**src/rtl/nap_arb_pkg.sv**
```systemverilog
// -----------------------------------------------------------------------------
// nap_arb_pkg
// Shared types and helpers for the NAP transmit-stream arbiter.
//   t_arb_state : arbiter FSM state (idle arbitration / locked to one packet)
//   COUNT_WIDTH : width of each per-requester packet counter (stats build)
//   MAX_REQ     : largest supported requester count
//   rr_pick()   : round-robin winner search starting at a pointer
// -----------------------------------------------------------------------------
package nap_arb_pkg;

   typedef enum logic [0:0] {
      ARB_IDLE   = 1'b0,
      ARB_LOCKED = 1'b1
   } t_arb_state;

   localparam int COUNT_WIDTH = 16;
   localparam int MAX_REQ     = 8;

   // Returns the first set bit of cand at or after ptr, wrapping modulo num.
   // Returns 0 when cand is empty; callers only use the result when |cand.
   function automatic logic [2:0] rr_pick(input logic [7:0] cand,
                                          input logic [2:0] ptr,
                                          input int         num);
      logic [2:0] pick;
      logic       found;
      int         idx;
      pick  = 3'd0;
      found = 1'b0;
      for (int k = 0; k < MAX_REQ; k++) begin
         idx = (int'(ptr) + k) % num;
         if ((k < num) && !found && cand[idx[2:0]]) begin
            pick  = idx[2:0];
            found = 1'b1;
         end else begin
            pick  = pick;
         end
      end
      return pick;
   endfunction

endpackage

```
**src/rtl/nap_ds_out_reg.sv**
```systemverilog
// -----------------------------------------------------------------------------
// nap_ds_out_reg
// Single-entry ready/valid register feeding the NAP transmit interface.
// A loaded beat is held untouched while the NAP stalls; the entry empties
// when the NAP takes it and nothing new is loaded in the same cycle.
// Ports:
//   i_clk, i_reset       clock, synchronous active-high reset
//   i_load               load a new beat (caller guarantees slot is free)
//   i_sop/i_eop/i_addr/i_data  beat payload to load
//   i_tx_ready           NAP ready
//   o_tx_valid/sop/eop/addr/data  registered NAP outputs
// -----------------------------------------------------------------------------
module nap_ds_out_reg #(
   parameter int DATA_WIDTH = 256,
   parameter int ADDR_WIDTH = 4
) (
   input  logic                  i_clk,
   input  logic                  i_reset,
   input  logic                  i_load,
   input  logic                  i_sop,
   input  logic                  i_eop,
   input  logic [ADDR_WIDTH-1:0] i_addr,
   input  logic [DATA_WIDTH-1:0] i_data,
   input  logic                  i_tx_ready,
   output logic                  o_tx_valid,
   output logic                  o_tx_sop,
   output logic                  o_tx_eop,
   output logic [ADDR_WIDTH-1:0] o_tx_addr,
   output logic [DATA_WIDTH-1:0] o_tx_data
);

   logic                  r_valid;
   logic                  r_sop;
   logic                  r_eop;
   logic [ADDR_WIDTH-1:0] r_addr;
   logic [DATA_WIDTH-1:0] r_data;

   // Output entry: load, drain, or hold while stalled.
   always_ff @(posedge i_clk) begin
      if (i_reset) begin
         r_valid <= 1'b0;
         r_sop   <= 1'b0;
         r_eop   <= 1'b0;
         r_addr  <= '0;
         r_data  <= '0;
      end else if (i_load) begin
         r_valid <= 1'b1;
         r_sop   <= i_sop;
         r_eop   <= i_eop;
         r_addr  <= i_addr;
         r_data  <= i_data;
      end else if (i_tx_ready) begin
         // Drained with no replacement; payload is left as-is.
         r_valid <= 1'b0;
      end
   end

   assign o_tx_valid = r_valid;
   assign o_tx_sop   = r_sop;
   assign o_tx_eop   = r_eop;
   assign o_tx_addr  = r_addr;
   assign o_tx_data  = r_data;

endmodule

```
**src/rtl/nap_ds_tx_arbiter.sv**
```systemverilog
// -----------------------------------------------------------------------------
// nap_ds_tx_arbiter
// Packet-aware round-robin arbiter sharing one NAP transmit data stream
// between NUM_REQ requesters. A grant is taken on a sop beat and held until
// that requester's eop beat is accepted, so packets never interleave.
// Optional build macro: NAP_ARB_STATS_EN adds o_pkt_count (per-requester
// count of accepted eop beats, COUNT_WIDTH bits each, wrapping).
// Ports:
//   i_clk, i_reset                 clock, synchronous active-high reset
//   i_req_valid/sop/eop            per-requester beat qualifiers
//   i_req_addr, i_req_data         per-requester destination and payload
//   o_req_ready                    per-requester ready (one-hot or zero)
//   o_tx_valid/sop/eop/addr/data   registered NAP transmit outputs
//   i_tx_ready                     NAP ready
//   o_grant                        current one-hot grant, zero when idle
//   o_err_nosop                    sticky: valid without sop seen while idle
//   o_pkt_count                    (NAP_ARB_STATS_EN only) packet counters
// -----------------------------------------------------------------------------
module nap_ds_tx_arbiter
   import nap_arb_pkg::*;
#(
   parameter int NUM_REQ    = 4,
   parameter int DATA_WIDTH = 256,
   parameter int ADDR_WIDTH = 4
) (
   input  logic                          i_clk,
   input  logic                          i_reset,
   input  logic [NUM_REQ-1:0]            i_req_valid,
   input  logic [NUM_REQ-1:0]            i_req_sop,
   input  logic [NUM_REQ-1:0]            i_req_eop,
   input  logic [NUM_REQ*ADDR_WIDTH-1:0] i_req_addr,
   input  logic [NUM_REQ*DATA_WIDTH-1:0] i_req_data,
   output logic [NUM_REQ-1:0]            o_req_ready,
   output logic                          o_tx_valid,
   output logic                          o_tx_sop,
   output logic                          o_tx_eop,
   output logic [ADDR_WIDTH-1:0]         o_tx_addr,
   output logic [DATA_WIDTH-1:0]         o_tx_data,
   input  logic                          i_tx_ready,
   output logic [NUM_REQ-1:0]            o_grant,
`ifdef NAP_ARB_STATS_EN
   output logic [NUM_REQ*COUNT_WIDTH-1:0] o_pkt_count,
`endif
   output logic                          o_err_nosop
);

   localparam logic [2:0] LAST_IDX = 3'(NUM_REQ - 1);

   t_arb_state            r_state;
   t_arb_state            w_state_nxt;
   logic [NUM_REQ-1:0]    r_grant;
   logic [2:0]            r_gidx;
   logic [2:0]            r_ptr;
   logic                  r_err_nosop;

   logic [NUM_REQ-1:0]    w_cand;
   logic [7:0]            w_cand8;
   logic [2:0]            w_pick;
   logic [NUM_REQ-1:0]    w_pick_onehot;
   logic [2:0]            w_ptr_nxt;
   logic                  w_nosop_seen;

   logic                  w_out_ready;
   logic [NUM_REQ-1:0]    w_req_ready;
   logic                  w_accept;
   logic                  w_release;

   logic                  w_sel_sop;
   logic                  w_sel_eop;
   logic [ADDR_WIDTH-1:0] w_sel_addr;
   logic [DATA_WIDTH-1:0] w_sel_data;

   // ---------------------------------------------------------------------
   // Arbitration helpers
   // ---------------------------------------------------------------------
   assign w_cand = i_req_valid & i_req_sop;

   // Widen the candidate set to the fixed width rr_pick() expects.
   always_comb begin
      w_cand8                = 8'd0;
      w_cand8[NUM_REQ-1:0]   = w_cand;
   end

   assign w_pick = rr_pick(w_cand8, r_ptr, NUM_REQ);

   // Decode the round-robin winner into a one-hot grant vector.
   always_comb begin
      w_pick_onehot = '0;
      for (int i = 0; i < NUM_REQ; i++) begin
         w_pick_onehot[i] = (w_pick == 3'(i));
      end
   end

   assign w_ptr_nxt = (r_gidx == LAST_IDX) ? 3'd0 : (r_gidx + 3'd1);

   // A beat without sop while idle cannot start a packet: protocol error.
   assign w_nosop_seen = (r_state == ARB_IDLE) && |(i_req_valid & ~i_req_sop);

   // AND-OR mux of the granted requester's beat (grant is one-hot or zero).
   always_comb begin
      w_sel_sop  = 1'b0;
      w_sel_eop  = 1'b0;
      w_sel_addr = '0;
      w_sel_data = '0;
      for (int i = 0; i < NUM_REQ; i++) begin
         w_sel_sop  = w_sel_sop  | (i_req_sop[i] & r_grant[i]);
         w_sel_eop  = w_sel_eop  | (i_req_eop[i] & r_grant[i]);
         w_sel_addr = w_sel_addr |
                      (i_req_addr[i*ADDR_WIDTH +: ADDR_WIDTH] & {ADDR_WIDTH{r_grant[i]}});
         w_sel_data = w_sel_data |
                      (i_req_data[i*DATA_WIDTH +: DATA_WIDTH] & {DATA_WIDTH{r_grant[i]}});
      end
   end

   // ---------------------------------------------------------------------
   // FSM: state register / next state / outputs
   // ---------------------------------------------------------------------

   // FSM state register.
   always_ff @(posedge i_clk) begin
      if (i_reset) begin
         r_state <= ARB_IDLE;
      end else begin
         r_state <= w_state_nxt;
      end
   end

   // FSM next-state: lock on a winner, release on the accepted eop beat.
   always_comb begin
      w_state_nxt = r_state;
      case (r_state)
         ARB_IDLE: begin
            if (|w_cand) begin
               w_state_nxt = ARB_LOCKED;
            end else begin
               w_state_nxt = ARB_IDLE;
            end
         end
         ARB_LOCKED: begin
            if (w_release) begin
               w_state_nxt = ARB_IDLE;
            end else begin
               w_state_nxt = ARB_LOCKED;
            end
         end
         default: begin
            w_state_nxt = ARB_IDLE;
         end
      endcase
   end

   // FSM outputs: ready back-pressure and beat acceptance.
   always_comb begin
      // The output slot is free if empty or being drained this cycle.
      w_out_ready = i_tx_ready | ~o_tx_valid;
      w_req_ready = r_grant & {NUM_REQ{w_out_ready}};
      w_accept    = |(i_req_valid & w_req_ready);
      w_release   = w_accept & w_sel_eop;
   end

   assign o_req_ready = w_req_ready;

   // Grant, granted index and round-robin pointer.
   always_ff @(posedge i_clk) begin
      if (i_reset) begin
         r_grant <= '0;
         r_gidx  <= 3'd0;
         r_ptr   <= 3'd0;
      end else begin
         case (r_state)
            ARB_IDLE: begin
               if (|w_cand) begin
                  r_grant <= w_pick_onehot;
                  r_gidx  <= w_pick;
               end
            end
            ARB_LOCKED: begin
               if (w_release) begin
                  r_grant <= '0;
                  r_ptr   <= w_ptr_nxt;
               end
            end
            default: begin
               r_grant <= '0;
            end
         endcase
      end
   end

   assign o_grant = r_grant;

   // Sticky no-sop error flag, cleared only by reset.
   always_ff @(posedge i_clk) begin
      if (i_reset) begin
         r_err_nosop <= 1'b0;
      end else if (w_nosop_seen) begin
         r_err_nosop <= 1'b1;
      end
   end

   assign o_err_nosop = r_err_nosop;

   // ---------------------------------------------------------------------
   // Output register
   // ---------------------------------------------------------------------
   nap_ds_out_reg #(
      .DATA_WIDTH (DATA_WIDTH),
      .ADDR_WIDTH (ADDR_WIDTH)
   ) u_out_reg (
      .i_clk      (i_clk),
      .i_reset    (i_reset),
      .i_load     (w_accept),
      .i_sop      (w_sel_sop),
      .i_eop      (w_sel_eop),
      .i_addr     (w_sel_addr),
      .i_data     (w_sel_data),
      .i_tx_ready (i_tx_ready),
      .o_tx_valid (o_tx_valid),
      .o_tx_sop   (o_tx_sop),
      .o_tx_eop   (o_tx_eop),
      .o_tx_addr  (o_tx_addr),
      .o_tx_data  (o_tx_data)
   );

`ifdef NAP_ARB_STATS_EN
   logic [NUM_REQ*COUNT_WIDTH-1:0] r_pkt_count;

   // Per-requester packet counters, bumped on each accepted eop beat.
   always_ff @(posedge i_clk) begin
      if (i_reset) begin
         r_pkt_count <= '0;
      end else if (w_release) begin
         for (int i = 0; i < NUM_REQ; i++) begin
            if (r_grant[i]) begin
               r_pkt_count[i*COUNT_WIDTH +: COUNT_WIDTH] <=
                  r_pkt_count[i*COUNT_WIDTH +: COUNT_WIDTH] +
                  {{(COUNT_WIDTH-1){1'b0}}, 1'b1};
            end
         end
      end
   end

   assign o_pkt_count = r_pkt_count;
`endif

endmodule

```
**config.mk**
```make
export PLATFORM = sky130hd
export DESIGN_NAME = nap_ds_tx_arbiter
export DESIGN_NICKNAME = d
export VERILOG_FILES = /design/src/rtl/nap_arb_pkg.sv /design/src/rtl/nap_ds_out_reg.sv /design/src/rtl/nap_ds_tx_arbiter.sv
export SDC_FILE = /design/constraint.sdc
export NUM_CORES = 1
export LEC_CHECK = 0
export CAP_MARGIN = 25
export CORE_AREA = 2 2 524 526
export CTS_BUF_LIST = sky130_fd_sc_hd__clkbuf_2 sky130_fd_sc_hd__clkbuf_4 sky130_fd_sc_hd__clkbuf_8
export DETAILED_ROUTE_END_ITERATION = 12
export DIE_AREA = 0 0 526 528
export GPL_TIMING_DRIVEN = 0
export PLACE_DENSITY_LB_ADDON = 0.25
export SKIP_CTS_REPAIR_TIMING = 1
export SYNTH_ARGS = -nofsm -noshare
export SYNTH_HDL_FRONTEND = slang
export SYNTH_HIERARCHICAL = 1
export SYNTH_SLANG_ARGS = --single-unit
export TNS_END_PERCENT = 30
```
**constraint.sdc**
```tcl
create_clock -name i_clk -period 2.46 [get_ports i_clk]
set_input_delay 0.738 -clock i_clk [delete_from_list [all_inputs] [get_ports i_clk]]
set_output_delay 0.738 -clock i_clk [all_outputs]
set_load 0.01 [all_outputs]
```
==> flow_summary.json, run 1 <==
{
  "run_status": "finished with violations",
  "violations": "setup timing",
  "drtIter0Drc": 1666,
  "r2r-start": "o_grant[1]$_SDFFE_PP0P_",
  "min_from": "r_gidx[1]$_SDFFE_PP0P_",
  "via_count": 22300,
  "synth_seq_cells": 273,
  "multi_input_area_sq_mm": 0.00923,
  "via_per_inst": 3.22,
  "cts.sinks": 273,
  "cts_tree": "yes",
  "critical-path-slowest-cell": "dfxtp_4",
  "wl_per_cell_microns": 30.6,
  "reg2reg_setup_slack_ps": 40,
  "hold_depth": 2,
  "max_freq_mhz": 376,
  "path_cells": "buf_12 -> buf_12 -> buf_12 -> and2_1 -> clkbuf_2",
  "synth-main-ff-cell": "dfxtp_1",
  "combinationalPowerShare_pct": 33.4,
  "hold_viol_final": 0,
  "regArea_sq_mm": 0.00548,
  "cap_violations": 0,
  "clock_power_share_pct": 38.3,
  "critPathKind": "reg -> out",
  "final-setup-viol-count": 4,
  "rsz0062_at_grt": "true",
  "io_buffers": 1326,
  "pwr-share-seq_pct": 28.4,
  "ios": 1327,
  "synth.cells.most_frequent": "a22oi_1 (525), dfxtp_1 (273), nand2_1 (268), nor2_1 (267), mux2i_1 (262)",
  "crit_arrival_ps": 1920,
  "nFillCells": 31200,
  "yosysSeqAreaShare_pct": 36.0,
  "wirelength_microns": 212000,
  "syn2layout_area_growth_pct": 138,
  "fin_crit_sh_pct": 108,
  "hpwlAfterDp_microns": 190000,
  "gp_congestion": 0.941,
  "crit_family": "buffers and inverters",
  "gr-total-overflow": 0,
  "grt_pass1_vias": 22100,
  "dpl_worst_slack_ps": -2280,
  "path_max_fanout": 10,
  "max-vdd-ir-drop_mv": 0.340,
  "drc": 0,
  "ant_nets": 0,
  "synth.most_common_cell": "a22oi_1",
  "synth_top_cell_by_area": "dfxtp_1",
  "finClkSkew_ps": 84.7,
  "grt_pass1_wl_microns": 259000,
  "track_usage_pct": 14.5,
  "cp.buffers_inverters": 4,
  "worst_pin_slew_ps": 1040,
  "cts_htree_levels": 3,
  "grt_start_max_net_pins": 11,
  "crit_required_ps": 1720,
  "clk_path_buf_depth": 3,
  "root_buffer": "clkbuf_8",
  "drive_above_1_share_pct": 9.36,
  "worstSkewPairLatency_ps": 820,
  "period_needed_ps": 2660,
  "syn_nets": 2880,
  "die-area_sq_mm": 0.278,
  "end_kind": "output port",
  "setup_ws_ps": -198,
  "core_sq_mm": 0.272,
  "hold_end": "r_gidx[1]$_SDFFE_PP0P_",
  "async_reset_ff_share_pct": 0,
  "holdCritPathClass": "reg -> reg",
  "die_w_microns": 526,
  "reg2reg_depth": 9,
  "intPower_mw": 10.7,
  "cts_inserted_buffers": 66,
  "antenna_found_initial": 176,
  "clkTransAtPathRegs_ps": 60,
  "crit_top_cell": "buf_12",
  "yosys.area.top_type_share_pct": 36.0,
  "p_sw_mw": 5.85,
  "fin_util_pct": 13.2,
  "synth_area_leaders": "dfxtp_1 (36%), a22oi_1 (26%), mux2i_1 (17%), nand2_1 (6.6%), nor2_1 (6.6%)",
  "synth_area_sq_mm": 0.0152,
  "synth_cell_types": 33,
  "synth_edf_count": 0,
  "drv_slew": 0,
  "yosysWarnings": 6,
  "power_density_mw_per_mm2": 458,
  "die_y_microns": 528,
  "critPathLaunchType": "flip-flop",
  "finalNetCount": 4310,
  "initial_core_util_pct": 5.57,
  "relSlewSlack_pct": 30.6,
  "cpPeakStageDelay_ps": 420,
  "setup_tns_ps": -531,
  "r2r-end": "u_out_reg/o_tx_data[190]$_SDFFE_PP0P_",
  "p_leak_nw": 16.9,
  "syn_inst": 1824,
  "drt-pass1-iter-count": 5,
  "syn_avg_cell_area_sq_um": 8.32,
  "row_count": 192,
  "switching_share_pct": 35.4
}
## layer usage
layer	up-vias	track usage, %	part of all wire (%)
li1	9683	-	-
met1	10600	17.5	40
met2	1484	23.8	45
met3	384	6.20	11
met4	112	3.28	3.2
met5	-	0	0.36
## logic make-up (layout without fill, tap and decap cells)
logic type	count (synthesis)	after routing	synth area share (%)
and+or+nand+nor	559	559	14.3
AOI/OAI and AO/OA	551	551	27.3
DFF	273	273	36.0
muxes	262	262	17.3
buffers and inverters	178	1654	5.08
adders and majority gates	1	1	0.0824
other	0	38	0
## sequential cells by signal, summed over array words and instances, names as in the netlist
signal,flops
o_grant,4
r_gidx,2
r_ptr,2
r_state,1
u_out_reg/o_tx_data,256
o_err_nosop,1
u_out_reg/o_tx_eop,1
u_out_reg/o_tx_valid,1
u_out_reg/o_tx_sop,1
u_out_reg/o_tx_addr,4
## through the flow
| stage | hold WS [ps] | instance area (sq um) | std cells | power [mW] |
|---|---|---|---|---|
| finish | 475 | 36100 | 6927 | 16.5 |
| global route | 487 | 36000 | 6904 | 17.3 |
| CTS | 475 | 34500 | 6864 | 16.8 |
| detailed placement | 466 | 33100 | 6750 | 10.2 |
| global placement | 458 | 32900 | 6739 | 10.2 |
| floorplan | 440 | 15200 | 1824 | 6.38 |
## final cells by class
| type | count | share of cell area [%] |
|---|---|---|
| Multi-Input combinational cell | 1373 | 25.6 |
| Tap cell | 3589 | 12.5 |
| Clock inverter | 16 | 0.465 |
| Antenna cell | 38 | 0.264 |
| Clock buffer | 98 | 3.43 |
| Inverter | 3 | 0.0416 |
| Timing Repair Buffer | 1368 | 39.7 |
| Sequential cell | 273 | 15.2 |
| Buffer | 169 | 2.81 |
## worst max-delay path by stage
stage / from / endpoint / slack [ps] / depth (start not counted)
6_report: o_grant[0]$_SDFFE_PP0P_ / o_req_ready[0] / -200 / 5
2_1_floorplan: i_req_valid[2] / u_out_reg/o_tx_data[100]$_SDFFE_PP0P_ / 450 / 8
3_3_place_gp: o_grant[0]$_SDFFE_PP0P_ / o_req_ready[0] / -2270 / 5
4_1_cts: o_grant[0]$_SDFFE_PP0P_ / o_req_ready[0] / -3240 / 5
5_1_grt: o_grant[0]$_SDFFE_PP0P_ / o_req_ready[0] / -350 / 5
3_5_place_dp: o_grant[0]$_SDFFE_PP0P_ / o_req_ready[0] / -2280 / 5
## power by group through the flow
stage / Combinational [mW] / Clock, mW / Sequential [mW]
final: 5.52 / 6.32 / 4.69
after global routing: 5.81 / 6.82 / 4.70
after CTS: 5.41 / 6.71 / 4.72
after detailed placement: 5.39 / 0 / 4.81
after global placement: 5.35 / 0 / 4.80
after floorplan: 1.56 / 0 / 4.82
## placed cells by master (no fill, tap or decap), types with 3 or more instances in the layout
master and n:
buf_12 13, buf_4 33, dlymetal6s2s_1 256, clkbuf_2 22, inv_8 3, a22oi_2 47, nor2_1 267, a21oi_1 6
diode_2 38, dfxtp_4 4, nand2b_1 4, clkinv_2 8, and2_4 3, buf_8 15, dfxtp_1 267, nand2_1 265
buf_2 27, buf_1 15, nand3b_1 6, clkbuf_8 80, and2_1 3, a22oi_1 478, clkbuf_4 19, o32ai_1 4
buf_6 14, clkbuf_1 84, mux2i_1 260, clkdlybuf4s50_1 1054
## worst min-delay path, stage by stage, from the launching register on
cell and delay [ps]:
dfxtp_1 320, nand2_1 50, a21oi_1 60
No activity file was read; power rests on OpenSTA's default activity.
==> run 2, diff against run 1 <==
--- a/config.mk
+++ b/config.mk
@@ -7,7 +7,6 @@
 export LEC_CHECK = 0
 export CAP_MARGIN = 25
 export CORE_AREA = 2 2 524 526
-export CTS_BUF_LIST = sky130_fd_sc_hd__clkbuf_2 sky130_fd_sc_hd__clkbuf_4 sky130_fd_sc_hd__clkbuf_8
 export DETAILED_ROUTE_END_ITERATION = 12
 export DIE_AREA = 0 0 526 528
 export GPL_TIMING_DRIVEN = 0
==> constraint.sdc (replaced) <==
create_clock -name i_clk -period 3.14 [get_ports i_clk]
set_input_delay 0.942 -clock i_clk [delete_from_list [all_inputs] [get_ports i_clk]]
set_output_delay 0.942 -clock i_clk [all_outputs]
set_load 0.01 [all_outputs]
==> flow_summary.json, run 2 (synthesized netlist as in run 1, its figures left out) <==
{
  "worstSkewPairLatency_ps": 660,
  "ios": 1327,
  "layout_commonest_cell": "clkdlybuf4s50_1",
  "die_y_microns": 528,
  "largest_register_ffs": 256,
  "setup_ws_ps": 136,
  "drv_slew": 0,
  "drt-pass1-iter-count": 5,
  "cts_inserted_buffers": 45,
  "use_met2_pct": 23.8,
  "switching_share_pct": 34.1,
  "intPower_mw": 8.83,
  "crit_required_ps": 2200,
  "initial_core_util_pct": 5.57,
  "clkTransAtPathRegs_ps": 60,
  "gp_congestion": 0.941,
  "period_needed_ps": 3000,
  "rsz0062_at_grt": "false",
  "worst_pin_slew_ps": 1430,
  "dpl_worst_slack_ps": -1800,
  "cap_violations": 0,
  "wl_per_cell_microns": 30.6,
  "gr-total-overflow": 0,
  "combinationalPowerShare_pct": 31.6,
  "path_max_fanout": 19,
  "wirelength_microns": 211000,
  "setup_tns_ps": 0,
  "finalPower_mw": 13.4,
  "relSlewSlack_pct": 4.95,
  "max-vdd-ir-drop_mv": 0.337,
  "io_buffers": 1326,
  "crit_arrival_ps": 2060,
  "grt_pass1_vias": 21900,
  "fin_util_pct": 12.9,
  "finClkSkew_ps": 32.0,
  "ant_nets": 0,
  "holdCritPathClass": "reg -> reg",
  "regArea_sq_mm": 0.00548,
  "cts.sinks": 273,
  "hpwlAfterDp_microns": 190000,
  "cts_htree_levels": 2,
  "finalNetCount": 4272,
  "met1_usage_pct": 17.5,
  "pwr-share-seq_pct": 27.5,
  "max_freq_mhz": 333,
  "via_per_inst": 3.20,
  "p_leak_nw": 12.0,
  "die_w_microns": 526,
  "row_count": 192,
  "track_usage_pct": 14.5,
  "final_cell_mix": "clkdlybuf4s50_1 (1322), a22oi_1 (522), dfxtp_1 (269), nand2_1 (268), nor2_1 (267)",
  "drive_above_1_share_pct": 5.23,
  "critPathKind": "reg -> out",
  "run_status": "completed",
  "root_buffer": "clkbuf_16",
  "top_usage_layer": "met2",
  "final-setup-viol-count": 0,
  "grt_pass1_wl_microns": 258000,
  "multi_input_area_sq_mm": 0.00897,
  "p_sw_mw": 4.56,
  "drc": 0,
  "grtUsageMet3_pct": 5.98,
  "syn2layout_area_growth_pct": 131,
  "die-area_sq_mm": 0.278,
  "grt_start_max_net_pins": 12,
  "power_density_mw_per_mm2": 382,
  "cts_tree": "yes",
  "clk_path_buf_depth": 3,
  "hold_viol_final": 0,
  "antenna_found_initial": 173,
  "nFillCells": 31300,
  "drtIter0Drc": 1672,
  "via_count": 22000,
  "clock_power_share_pct": 41.0,
  "fin_crit_sh_pct": 95.7,
  "end_kind": "output port",
  "critPathLaunchType": "flip-flop",
  "core_sq_mm": 0.272
}
[run 2: changes by cell type in the layout (fill, tap and decap cells not counted), moves of 44 or more]
cell | previous run | this run
clkbuf_16 | 1 | 45
a22oi_1 | 478 | 522
clkdlybuf4s50_1 | 1054 | 1322
clkbuf_8 | 80 | 7
dlymetal6s2s_1 | 256 | 3
a22oi_2 | 47 | 3
[run 2: power groups by stage]
stage | Sequential [mW] | Combinational, mW | Clock (mW)
2_1_floorplan | 3.78 | 1.22 | 0
4_1_cts | 3.69 | 4.24 | 5.77
3_5_place_dp | 3.77 | 4.22 | 0
5_1_grt | 3.69 | 4.45 | 5.83
6_report | 3.68 | 4.23 | 5.48
3_3_place_gp | 3.76 | 4.19 | 0
[run 2: worst paths after layout]
path / depth (start not counted) / end / start / slack [ps]
max: 4 / o_req_ready[1] / o_grant[1]$_SDFFE_PP0P_ / 140
min reg2reg: 2 / r_gidx[1]$_SDFFE_PP0P_ / r_gidx[1]$_SDFFE_PP0P_ / 480
max reg2reg: 6 / u_out_reg/o_tx_data[110]$_SDFFE_PP0P_ / o_grant[1]$_SDFFE_PP0P_ / 260
min: 2 / r_gidx[1]$_SDFFE_PP0P_ / r_gidx[1]$_SDFFE_PP0P_ / 480
[run 2: stage by stage]
step	instance area [sq um]	hold WS [ps]	std cells
floorplan	15200	440	1824
global placement	32900	458	6739
detailed placement	33100	466	6750
CTS	34700	475	6832
global route	35000	487	6854
finish	35000	478	6884
[run 2: cell type report]
class	count	share of cell area, %
plain buffers	170	2.43
clock inverters	27	0.868
clock buffers	55	3.52
well taps	3589	12.8
diodes	44	0.314
multi-input cells	1373	25.6
inverters	3	0.0429
flip-flops and latches	273	15.6
repair buffers	1350	38.8
[run 2: metal layers]
metal / share of wire, % / routed length [microns] / up-vias
met3: 11 / 22100 / 339
met1: 41 / 86600 / 10500
met2: 46 / 96200 / 1473
li1: - / - / 9611
met5: 0.32 / 667 / -
met4: 2.3 / 4890 / 100
[run 2: critical path, stage by stage (launching register included)]
cell      delay [ps]
dfxtp_4          480
buf_6            270
buf_12           220
and2_1           160
clkbuf_2         250
